$ cat config.mk
export PLATFORM = sky130hd
export DESIGN_NAME = fp16_dot_feeder_flat
export DESIGN_NICKNAME = d
export VERILOG_FILES = /design/src/rtl/fp16_pkg.sv /design/src/rtl/fp16_dot_feeder_if.sv /design/src/rtl/fp16_vec_buf.sv /design/src/rtl/fp16_dot_feeder.sv /design/src/flat_wrapper.sv
export SDC_FILE = /design/constraint.sdc
export NUM_CORES = 1
export LEC_CHECK = 0
export BUFFER_PORTS_ARGS = -buffer_cell sky130_fd_sc_hd__buf_2
export CAP_MARGIN = 40
export CORE_MARGIN = 4
export CORE_UTILIZATION = 44
export CTS_CLUSTER_DIAMETER = 100
export DETAILED_ROUTE_END_ITERATION = 10
export GPL_TIMING_DRIVEN = 0
export HOLD_SLACK_MARGIN = 0.12
export PLACE_DENSITY = 0.67
export SLEW_MARGIN = 30
export SYNTH_ARGS = -nofsm -noshare
export SYNTH_HDL_FRONTEND = slang
export SYNTH_SLANG_ARGS = --single-unit
$ cat constraint.sdc
create_clock -name clk83 -period 2.4 [get_ports clk83]
set_input_delay 0.24 -clock clk83 [delete_from_list [all_inputs] [get_ports clk83]]
set_output_delay 0.24 -clock clk83 [all_outputs]
set_load 0.005 [all_outputs]
$ cat src/rtl/fp16_pkg.sv
// Shared FP16 constants and the dot-product feeder state encoding.
package fp16_pkg;

  localparam int unsigned FP16_SIGN_W = 1;
  localparam int unsigned FP16_EXP_W  = 5;
  localparam int unsigned FP16_MAN_W  = 10;
  localparam int unsigned FP16_W      = FP16_SIGN_W + FP16_EXP_W + FP16_MAN_W;
  localparam int unsigned FP16_BIAS   = 15;

  localparam logic [FP16_W-1:0] FP16_ONE  = 16'h3C00;
  localparam logic [FP16_W-1:0] FP16_ZERO = 16'h0000;

  typedef enum logic [2:0] {
    StIdle,
    StIssue,
    StWaitHi,
    StWaitLo,
    StFinish
  } feeder_state_e;

endpackage

$ cat src/rtl/fp16_dot_feeder_if.sv
// Host write/go/result signals plus the MAC start/done handshake of the feeder.
interface fp16_dot_feeder_if
  import fp16_pkg::*;
#(
  parameter int unsigned AW = 4
);
  logic              wr_en83;
  logic              wr_sel83;
  logic [AW-1:0]     wr_addr83;
  logic [FP16_W-1:0] wr_data83;
  logic [AW:0]       len83;
  logic              go83;
  logic              busy83;
  logic              mac_start83;
  logic [FP16_W-1:0] mac_a83;
  logic [FP16_W-1:0] mac_b83;
  logic              mac_done83;
  logic [FP16_W-1:0] mac_ans83;
  logic [FP16_W-1:0] result83;
  logic              result_valid83;
  logic              err83;

  // Master is the host and MAC side; slave is the feeder.
  modport master (
    output wr_en83, wr_sel83, wr_addr83, wr_data83, len83, go83, mac_done83, mac_ans83,
    input  busy83, mac_start83, mac_a83, mac_b83, result83, result_valid83, err83
  );

  modport slave (
    input  wr_en83, wr_sel83, wr_addr83, wr_data83, len83, go83, mac_done83, mac_ans83,
    output busy83, mac_start83, mac_a83, mac_b83, result83, result_valid83, err83
  );

endinterface

$ cat src/rtl/fp16_vec_buf.sv
// DEPTH x FP16 register array: one synchronous write port, one combinational read port.
module fp16_vec_buf
  import fp16_pkg::*;
#(
  parameter int unsigned DEPTH = 16,
  parameter int unsigned AW    = 4
) (
  input  logic              i_clk,
  input  logic              i_we,
  input  logic [AW-1:0]     i_waddr,
  input  logic [FP16_W-1:0] i_wdata,
  input  logic [AW-1:0]     i_raddr,
  output logic [FP16_W-1:0] o_rdata
);

  logic [FP16_W-1:0] r_mem [DEPTH];

  // Contents are intentionally not reset.
  always_ff @(posedge i_clk) begin
    if (i_we) r_mem[i_waddr] <= i_wdata;
  end

  assign o_rdata = r_mem[i_raddr];

endmodule

$ cat src/rtl/fp16_dot_feeder.sv
// Streams A/B element pairs into the FP16 MAC one transaction at a time and
// returns the final MAC answer; flags bad lengths and MAC watchdog timeouts.
module fp16_dot_feeder
  import fp16_pkg::*;
#(
  parameter int unsigned DEPTH   = 16,
  parameter int unsigned AW      = 4,
  parameter int unsigned TIMEOUT = 64
) (
  input logic               clk83,
  input logic               reset83,
  fp16_dot_feeder_if.slave  bus
);

  localparam int unsigned    WdW    = $clog2(TIMEOUT + 1);
  localparam logic [AW:0]    LenMax = (AW + 1)'(DEPTH);
  localparam logic [WdW-1:0] WdLast = WdW'(TIMEOUT - 1);

  feeder_state_e     r_state;
  logic [AW:0]       r_idx, r_len_q;
  logic [WdW-1:0]    r_wdog;
  logic [FP16_W-1:0] r_hold, r_mac_a, r_mac_b, r_result;
  logic              r_busy, r_start, r_valid, r_err;

  logic              w_wr_ok, w_we_a, w_we_b, w_len_bad, w_last;
  logic [AW:0]       w_idx_nxt;
  logic [FP16_W-1:0] w_rd_a, w_rd_b;

  // Buffers only accept writes while idle so a run sees a frozen snapshot.
  assign w_wr_ok   = bus.wr_en83 && (r_state == StIdle) && !reset83;
  assign w_we_a    = w_wr_ok && !bus.wr_sel83;
  assign w_we_b    = w_wr_ok && bus.wr_sel83;
  assign w_len_bad = (bus.len83 == '0) || (bus.len83 > LenMax);
  assign w_last    = (r_idx == r_len_q - 1'b1);
  assign w_idx_nxt = r_idx + 1'b1;

  fp16_vec_buf #(.DEPTH(DEPTH), .AW(AW)) u_buf_a (
    .i_clk   (clk83),
    .i_we    (w_we_a),
    .i_waddr (bus.wr_addr83),
    .i_wdata (bus.wr_data83),
    .i_raddr (r_idx[AW-1:0]),
    .o_rdata (w_rd_a)
  );

  fp16_vec_buf #(.DEPTH(DEPTH), .AW(AW)) u_buf_b (
    .i_clk   (clk83),
    .i_we    (w_we_b),
    .i_waddr (bus.wr_addr83),
    .i_wdata (bus.wr_data83),
    .i_raddr (r_idx[AW-1:0]),
    .o_rdata (w_rd_b)
  );

  always_ff @(posedge clk83) begin
    if (reset83) begin
      r_state  <= StIdle;
      r_idx    <= '0;
      r_len_q  <= '0;
      r_wdog   <= '0;
      r_hold   <= FP16_ZERO;
      r_mac_a  <= FP16_ZERO;
      r_mac_b  <= FP16_ZERO;
      r_result <= FP16_ZERO;
      r_busy   <= 1'b0;
      r_start  <= 1'b0;
      r_valid  <= 1'b0;
      r_err    <= 1'b0;
    end else begin
      r_valid <= 1'b0;
      r_err   <= 1'b0;
      case (r_state)
        StIdle: begin
          r_busy <= 1'b0;
          if (bus.go83) begin
            if (w_len_bad) begin
              r_err <= 1'b1;
            end else begin
              r_state <= StIssue;
              r_len_q <= bus.len83;
              r_idx   <= '0;
              r_busy  <= 1'b1;
            end
          end
        end
        StIssue: begin
          r_mac_a <= w_rd_a;
          r_mac_b <= w_rd_b;
          r_start <= 1'b1;
          r_wdog  <= '0;
          r_state <= StWaitHi;
        end
        StWaitHi: begin
          if (bus.mac_done83) begin
            r_start <= 1'b0;
            r_wdog  <= '0;
            r_state <= StWaitLo;
            if (w_last) r_hold <= bus.mac_ans83;
          end else if (r_wdog == WdLast) begin
            // Abort leaves busy high for the error cycle; idle clears it next.
            r_start <= 1'b0;
            r_err   <= 1'b1;
            r_state <= StIdle;
          end else begin
            r_wdog <= r_wdog + 1'b1;
          end
        end
        StWaitLo: begin
          if (!bus.mac_done83) begin
            r_idx   <= w_idx_nxt;
            r_state <= (w_idx_nxt == r_len_q) ? StFinish : StIssue;
          end else if (r_wdog == WdLast) begin
            r_err   <= 1'b1;
            r_state <= StIdle;
          end else begin
            r_wdog <= r_wdog + 1'b1;
          end
        end
        StFinish: begin
          r_result <= r_hold;
          r_valid  <= 1'b1;
          r_busy   <= 1'b0;
          r_state  <= StIdle;
        end
        default: r_state <= StIdle;
      endcase
    end
  end

  assign bus.busy83         = r_busy;
  assign bus.mac_start83    = r_start;
  assign bus.mac_a83        = r_mac_a;
  assign bus.mac_b83        = r_mac_b;
  assign bus.result83       = r_result;
  assign bus.result_valid83 = r_valid;
  assign bus.err83          = r_err;

endmodule

$ cat src/flat_wrapper.sv
// flat-port wrapper written by rule: the top's interface ports become plain ports
module fp16_dot_feeder_flat import fp16_pkg::*;
#(
  parameter int unsigned DEPTH   = 16,
  parameter int unsigned AW      = 4,
  parameter int unsigned TIMEOUT = 64
)
  (clk83, reset83, bus_wr_en83, bus_wr_sel83, bus_wr_addr83, bus_wr_data83, bus_len83, bus_go83, bus_mac_done83, bus_mac_ans83, bus_busy83, bus_mac_start83, bus_mac_a83, bus_mac_b83, bus_result83, bus_result_valid83, bus_err83);
  fp16_dot_feeder_if #(.AW(AW)) bus_i ();
  input logic clk83;
  input logic reset83;
  input wire logic [$bits(bus_i.wr_en83)-1:0] bus_wr_en83;
  input wire logic [$bits(bus_i.wr_sel83)-1:0] bus_wr_sel83;
  input wire logic [$bits(bus_i.wr_addr83)-1:0] bus_wr_addr83;
  input wire logic [$bits(bus_i.wr_data83)-1:0] bus_wr_data83;
  input wire logic [$bits(bus_i.len83)-1:0] bus_len83;
  input wire logic [$bits(bus_i.go83)-1:0] bus_go83;
  input wire logic [$bits(bus_i.mac_done83)-1:0] bus_mac_done83;
  input wire logic [$bits(bus_i.mac_ans83)-1:0] bus_mac_ans83;
  output wire logic [$bits(bus_i.busy83)-1:0] bus_busy83;
  output wire logic [$bits(bus_i.mac_start83)-1:0] bus_mac_start83;
  output wire logic [$bits(bus_i.mac_a83)-1:0] bus_mac_a83;
  output wire logic [$bits(bus_i.mac_b83)-1:0] bus_mac_b83;
  output wire logic [$bits(bus_i.result83)-1:0] bus_result83;
  output wire logic [$bits(bus_i.result_valid83)-1:0] bus_result_valid83;
  output wire logic [$bits(bus_i.err83)-1:0] bus_err83;
  assign bus_i.wr_en83 = bus_wr_en83;
  assign bus_i.wr_sel83 = bus_wr_sel83;
  assign bus_i.wr_addr83 = bus_wr_addr83;
  assign bus_i.wr_data83 = bus_wr_data83;
  assign bus_i.len83 = bus_len83;
  assign bus_i.go83 = bus_go83;
  assign bus_i.mac_done83 = bus_mac_done83;
  assign bus_i.mac_ans83 = bus_mac_ans83;
  assign bus_busy83 = bus_i.busy83;
  assign bus_mac_start83 = bus_i.mac_start83;
  assign bus_mac_a83 = bus_i.mac_a83;
  assign bus_mac_b83 = bus_i.mac_b83;
  assign bus_result83 = bus_i.result83;
  assign bus_result_valid83 = bus_i.result_valid83;
  assign bus_err83 = bus_i.err83;
  fp16_dot_feeder #(.DEPTH(DEPTH), .AW(AW), .TIMEOUT(TIMEOUT)) u_core (.clk83(clk83), .reset83(reset83), .bus(bus_i));
endmodule
Yosys cells after proc, flatten, opt, wreduce, memory -nomap -nowiden. Memories as Yosys holds them, arrays and structs flattened. A register that Yosys moved wholly into a read port is not among the register bits. Index checks and enable logic that the tools add are counted.

Add/subtract/negate cells: 3. Magnitude comparators: 1. Equal/unequal tests: 12. Mux-type cells: 32. Bitwise logic cells: 1. Reduce and logical (&&, ||, !) cells: 19.

Operators by type and width (count): $mux 7 (3); $pmux 7 s3 (1); $mux 3 (6); $mux 5 (3); $mux 1 (14); $pmux 3 s4 (1); $eq 5x5->1 (2); $pmux 5 s2 (1); $ne 2x2->1 const B (4); $add 7x1->7 const B (1); $eq 7x6->1 const B (1); $eq 3x2->1 const B (2); $reduce_and 2->1 (3); $reduce_and 3->1 (2); $reduce_bool 2->1 (3); $add 5x1->5 const B (1); $gt 5x5->1 const B (1); $logic_not 5->1 (1); $sub 5x1->5 const B (1); $logic_and 1x1->1 (4); $pmux 1 s2 (2); $reduce_and 4->1 (1); $eq 3x1->1 const B (1); $eq 3x3->1 const B (1); other kinds (7) (8).

Flip-flop bits (word level): 56. RAM bits: 512. Input port bits: 47. Output and inout port bits: 52. Logic and storage cells: 80. Memories kept: 2.

Memories: u_core.u_buf_a.r_mem (words 16, width 16, rd ports 1, clocked after Yosys merged registers in 1, write ports 1, RTL line fp16_vec_buf.sv:16) `logic [FP16_W-1:0] r_mem [DEPTH];`; u_core.u_buf_b.r_mem (words 16, width 16, rd ports 1, clocked after Yosys merged registers in 1, write ports 1, RTL line fp16_vec_buf.sv:16).

Longest topological paths before layout.
Depth in word-level cells: 6. Mapped depth: 8. Mapped depth without buffers: 7.

Modules after synthesis. A second synthesis with hierarchy kept.

Cells, all modules: 1274. Area, all modules: 23157.2 um2.

Modules (own cells, without submodules): fp16_vec_buf (times used 2, cells an instance 416, area an instance 9721.8 um2, sequential area each 7687.4 um2); fp16_dot_feeder (times used 1, cells an instance 442, area an instance 3713.6 um2, sequential area each 1761.7 um2).

Least setup slack after synthesis. OpenSTA, ideal clock, no wires.

Kind: register to register. From: register u_core.r_state[2]. To: memory u_core.u_buf_a.r_mem[3][0] (netlist name), enable pin. Library setup time: 388 ps. Data arrival time: 1872 ps. Required time: 2012 ps. Slack: 140 ps. Cell stages (with the launch flop): 6. Buffers on the path: 1. Period minus slack after synthesis: 2260 ps. Cell sequence: dfxtp_1 > clkbuf_1 > nor3_1 > and4bb_2 > nand3_1 > nor2_1.

Longest elaborated chain between the ends: 6.

Ends and longest elaborated chain: start, declared (RTL line fp16_dot_feeder.sv:19) `feeder_state_e r_state;`; start signal, assigned (RTL line fp16_dot_feeder.sv:57) `r_state <= StIdle;`; start signal, assigned (RTL line fp16_dot_feeder.sv:79) `r_state <= StIssue;`; start signal, assigned (RTL line fp16_dot_feeder.sv:91) `r_state <= StWaitHi;`; $logic_not 3->1 (RTL line fp16_dot_feeder.sv:30) `assign w_wr_ok = bus.wr_en83 && (r_state == StIdle) && !reset83;`; $logic_and 1x1->1 (2 in a row) (RTL line fp16_dot_feeder.sv:30); $logic_and 1x1->1 (RTL line fp16_dot_feeder.sv:31) `assign w_we_a = w_wr_ok && !bus.wr_sel83;`; $mux 1 (RTL line fp16_vec_buf.sv:20) `if (i_we) r_mem[i_waddr] <= i_wdata;`; $mux 1 (not written as such) (RTL line fp16_vec_buf.sv:20); end, declared (RTL line fp16_vec_buf.sv:16).

No other way between the ends.

==> results.md <==
* Status: complete, no violations
* Clock slew at reported path FFs at ~0.06 ns
* Overall routed net length at roughly 54 mm
* Layout cells sized above 1 at between 20 and 30%
* Max stage delay on crit path at approximately 0.54 ns
* Wire per inst at 24.3 µm
* RSZ-0062 raised after global routing: no
* Post-synthesis cell type count at 53
* Layout area overhead at 20.2%
* Initial core utilization at between 40% and 50%
* CP Max Fanout at 10
* Max Cap Viol at 0
* Max frequency at about 440 MHz
* Nets at 1,524
* Final Hold Viols at 0
* Chip height at 236 µm
* Die width at 236 µm
* Post-layout util at between 50% and 60%
* #FFs+latches synth at 600
* FFs w/ async S/R, synth at 0%
* Synth Net Count at about 1,300
* Ys Warns at 0
* Worst path arrival time at around 2.7 ns
* CTS root buffer: clkbuf_16
* Max H-tree Level at 2
* First-pass DRT Iterations at 5
* # IOs at a little under 100
* Tightest Pin Transition at just over 0.8 ns
* Critical-path cell list: buf_6, buf_4, mux4_2, mux2i_1, nor2_1, a21oi_1, o21ai_1
* Worst path bufs/invs at 2
* First-pass GRT wire length at 80.2 mm
* CTS tree: yes
* Critical Path Start Type: flop
* Placer Congestion at about 0.83
* Min-delay worst type: input pin to flop
* DP HPWL at ~33 mm
* CTS Sinks at 600
* Seq/Total Area, Yosys at 74.6%
* Row Count at 83
* Vias/cell at approximately 5.6
* Total congestion overflow at 0
* Area leader, netlist: edfxtp_1
* Rel. slew slack at approximately 44%
* CORE AREA at around 52,000 µm²
* Most common cell in the synthesized netlist: edfxtp_1
* Initial antenna violation count at 6
* Vias at between 10,000 and 15,000
* Critical Path Slowest Stage Cell: mux4_2
* Hold WS at around 0.17 ns
* Die Footprint at approximately 56,000 µm²
* Period Utilization, post-route at a little over nine tenths
* Max clock buf depth at 3
* Final instance area at 27,600 µm²
* Vias in the first global route at 12,700
* Final min period at roughly 2.3 ns
* Top FF cell, synth: edfxtp_1
* Cell area after synthesis at about 23,000 µm²
* DR iter-0 viols at approximately 1,200
* Post-Syn Instances at roughly 1,200
* Setup CP Type: flop to flop
* Final setup viols at 0
* Post-route DRC at 0
* CTS Buf Count at 59
* Worst Skew at 0.0280 ns
* Critical Path Sink Type: flop
* Yosys top cell area share at between 60% and 70%
* Required @ worst endpoint at between 2 and 3 ns
* Worst vdd ir at approximately 0.00072 V
* Synth cell count leaders: edfxtp_1 (512), mux4_2 (128), nand2_1 (93)
* Syn Area/Cell at approximately 19 µm²
* Cell Area, Placed at ~25,000 µm²
* Top cells by area, synth: edfxtp_1 (67%), mux4_2 (13%), dfxtp_1 (7.7%)
* # port buffers at 98
* Pins over their slew limit at 0
* Clock Latency Late Sink at 0.62 ns
* Antenna-violating nets left at 0
* Largest net degree at the start of global routing at 33
* GRT Total Usage at between 10% and 20%
* CP delay by family, top: multiplexers
* Post-synth EDFFs at between 500 and 600
* Pwr Density at approximately 830 nW/µm²
* LEAKAGE at 8.72 nW
[layout by cell type, fill, tap and decap left out, drive strengths merged, types with 2 or more instances in the layout]
| cell | Yosys | routed |
|---|---|---|
| nor2b | 3 | 3 |
| xor2 | 7 | 7 |
| and4b | 2 | 2 |
| clkbuf | 35 | 117 |
| a21oi | 62 | 62 |
| nand4 | 2 | 2 |
| nand4b | 2 | 2 |
| edfxtp | 512 | 512 |
| o21ai | 40 | 40 |
| xnor2 | 7 | 7 |
| a21boi | 2 | 2 |
| dfxtp | 88 | 88 |
| ha | 3 | 3 |
| buf | 29 | 173 |
| mux4 | 128 | 128 |
| and2 | 5 | 5 |
| and3 | 2 | 2 |
| clkinvlp | 0 | 4 |
| o31ai | 2 | 2 |
| nand3 | 13 | 13 |
| nor2 | 84 | 84 |
| nor3 | 5 | 5 |
| or4 | 3 | 3 |
| nor4 | 2 | 2 |
| a31oi | 2 | 2 |
| bufinv | 0 | 7 |
| nand2b | 5 | 5 |
| dlygate4sd3 | 0 | 26 |
| nand2 | 93 | 93 |
| clkinv | 1 | 20 |
| inv | 6 | 8 |
| mux2i | 81 | 81 |
| diode | 0 | 4 |
[final timing paths]
check                           to  depth (start not counted)        startpoint  slack (ns)
max          u_core.bus.mac_a83[4]                          7   u_core.r_idx[0]        0.14
min reg2reg       u_core.r_wdog[6]                          2  u_core.r_wdog[6]        0.42
min              u_core.r_hold[15]                          4           reset83        0.17
max reg2reg  u_core.bus.mac_a83[4]                          7   u_core.r_idx[0]        0.14
[worst register-to-register path, cell delays in order (launching register included)]
cell     delay, ns
dfxtp_1       0.49
buf_6         0.27
buf_4         0.30
mux4_2        0.55
mux2i_1       0.19
nor2_1        0.11
a21oi_1       0.15
o21ai_1       0.09
[power breakdown]
group / switching, W / internal, W
Sequential: 0.000192 / 0.0115
Combinational: 0.00107 / 0.000700
Clock: 0.00388 / 0.00544
Total: 0.00514 / 0.0177
[layout make-up]
class,count,area [µm²]
flip-flops and latches,600,17100
multi-input cells,569,5770
diodes,4,10.0
repair buffers,174,1510
clock buffers,79,1600
fillers,4019,23900
plain buffers,63,334
well taps,680,851
clock inverters,32,349
inverters,7,26.3
[per-stage QoR]
stage | setup TNS (ns) | power, W | cells | worst slack (ns)
3_5_place_dp | -75.01 | 0.0136 | 2027 | -0.341
6_report | 0 | 0.0228 | 2208 | 0.139
4_1_cts | 0 | 0.0229 | 2202 | 0.00666
2_1_floorplan | 0 | 0.0129 | 1240 | 0.140
5_1_grt | 0 | 0.0236 | 2204 | 0.00203
3_3_place_gp | -398.78 | 0.0135 | 2018 | -0.892
[repair_timing]
item                                   CTS  global route
endpoints found under the hold margin   25             0
setup endpoints to repair              516           414
hold buffers                            26             0
gates resized for setup                 21            15
pin swaps                               29             0
setup buffers                           38             0
[state kept, by name (all words and copies together) (netlist names)]
name	count
u_core.bus.mac_a83	16
u_core.r_state	3
u_core.bus.result_valid83	1
u_core.u_buf_a.r_mem	256
u_core.bus.busy83	1
u_core.r_idx	5
u_core.bus.err83	1
u_core.r_hold	16
u_core.bus.mac_b83	16
u_core.bus.mac_start83	1
u_core.bus.result83	16
u_core.u_buf_b.r_mem	256
u_core.r_wdog	7
u_core.r_len_q	5
[layer usage]
metal | GRT usage (%) | vias to the layer above | part of all wire (%) | routed length [µm]
met3 | 3.88 | 85 | 7.5 | 4020
met2 | 31.2 | 465 | 49 | 26100
met4 | 5.22 | 2 | 2.2 | 1150
met5 | 0 | - | 0.021 | 11
li1 | - | 5390 | - | -
met1 | 26.4 | 6430 | 42 | 22300
[kinds of logic after synthesis]
logic type	after synthesis	synth area share (%)
fa+ha+maj	3	0.163
mux	209	16.1
compound gates	116	2.76
simple gates	227	4.37
buf+inv	71	1.43
flops	600	74.6
xor+xnor	14	0.567
Power figures use the tool's default switching activity.
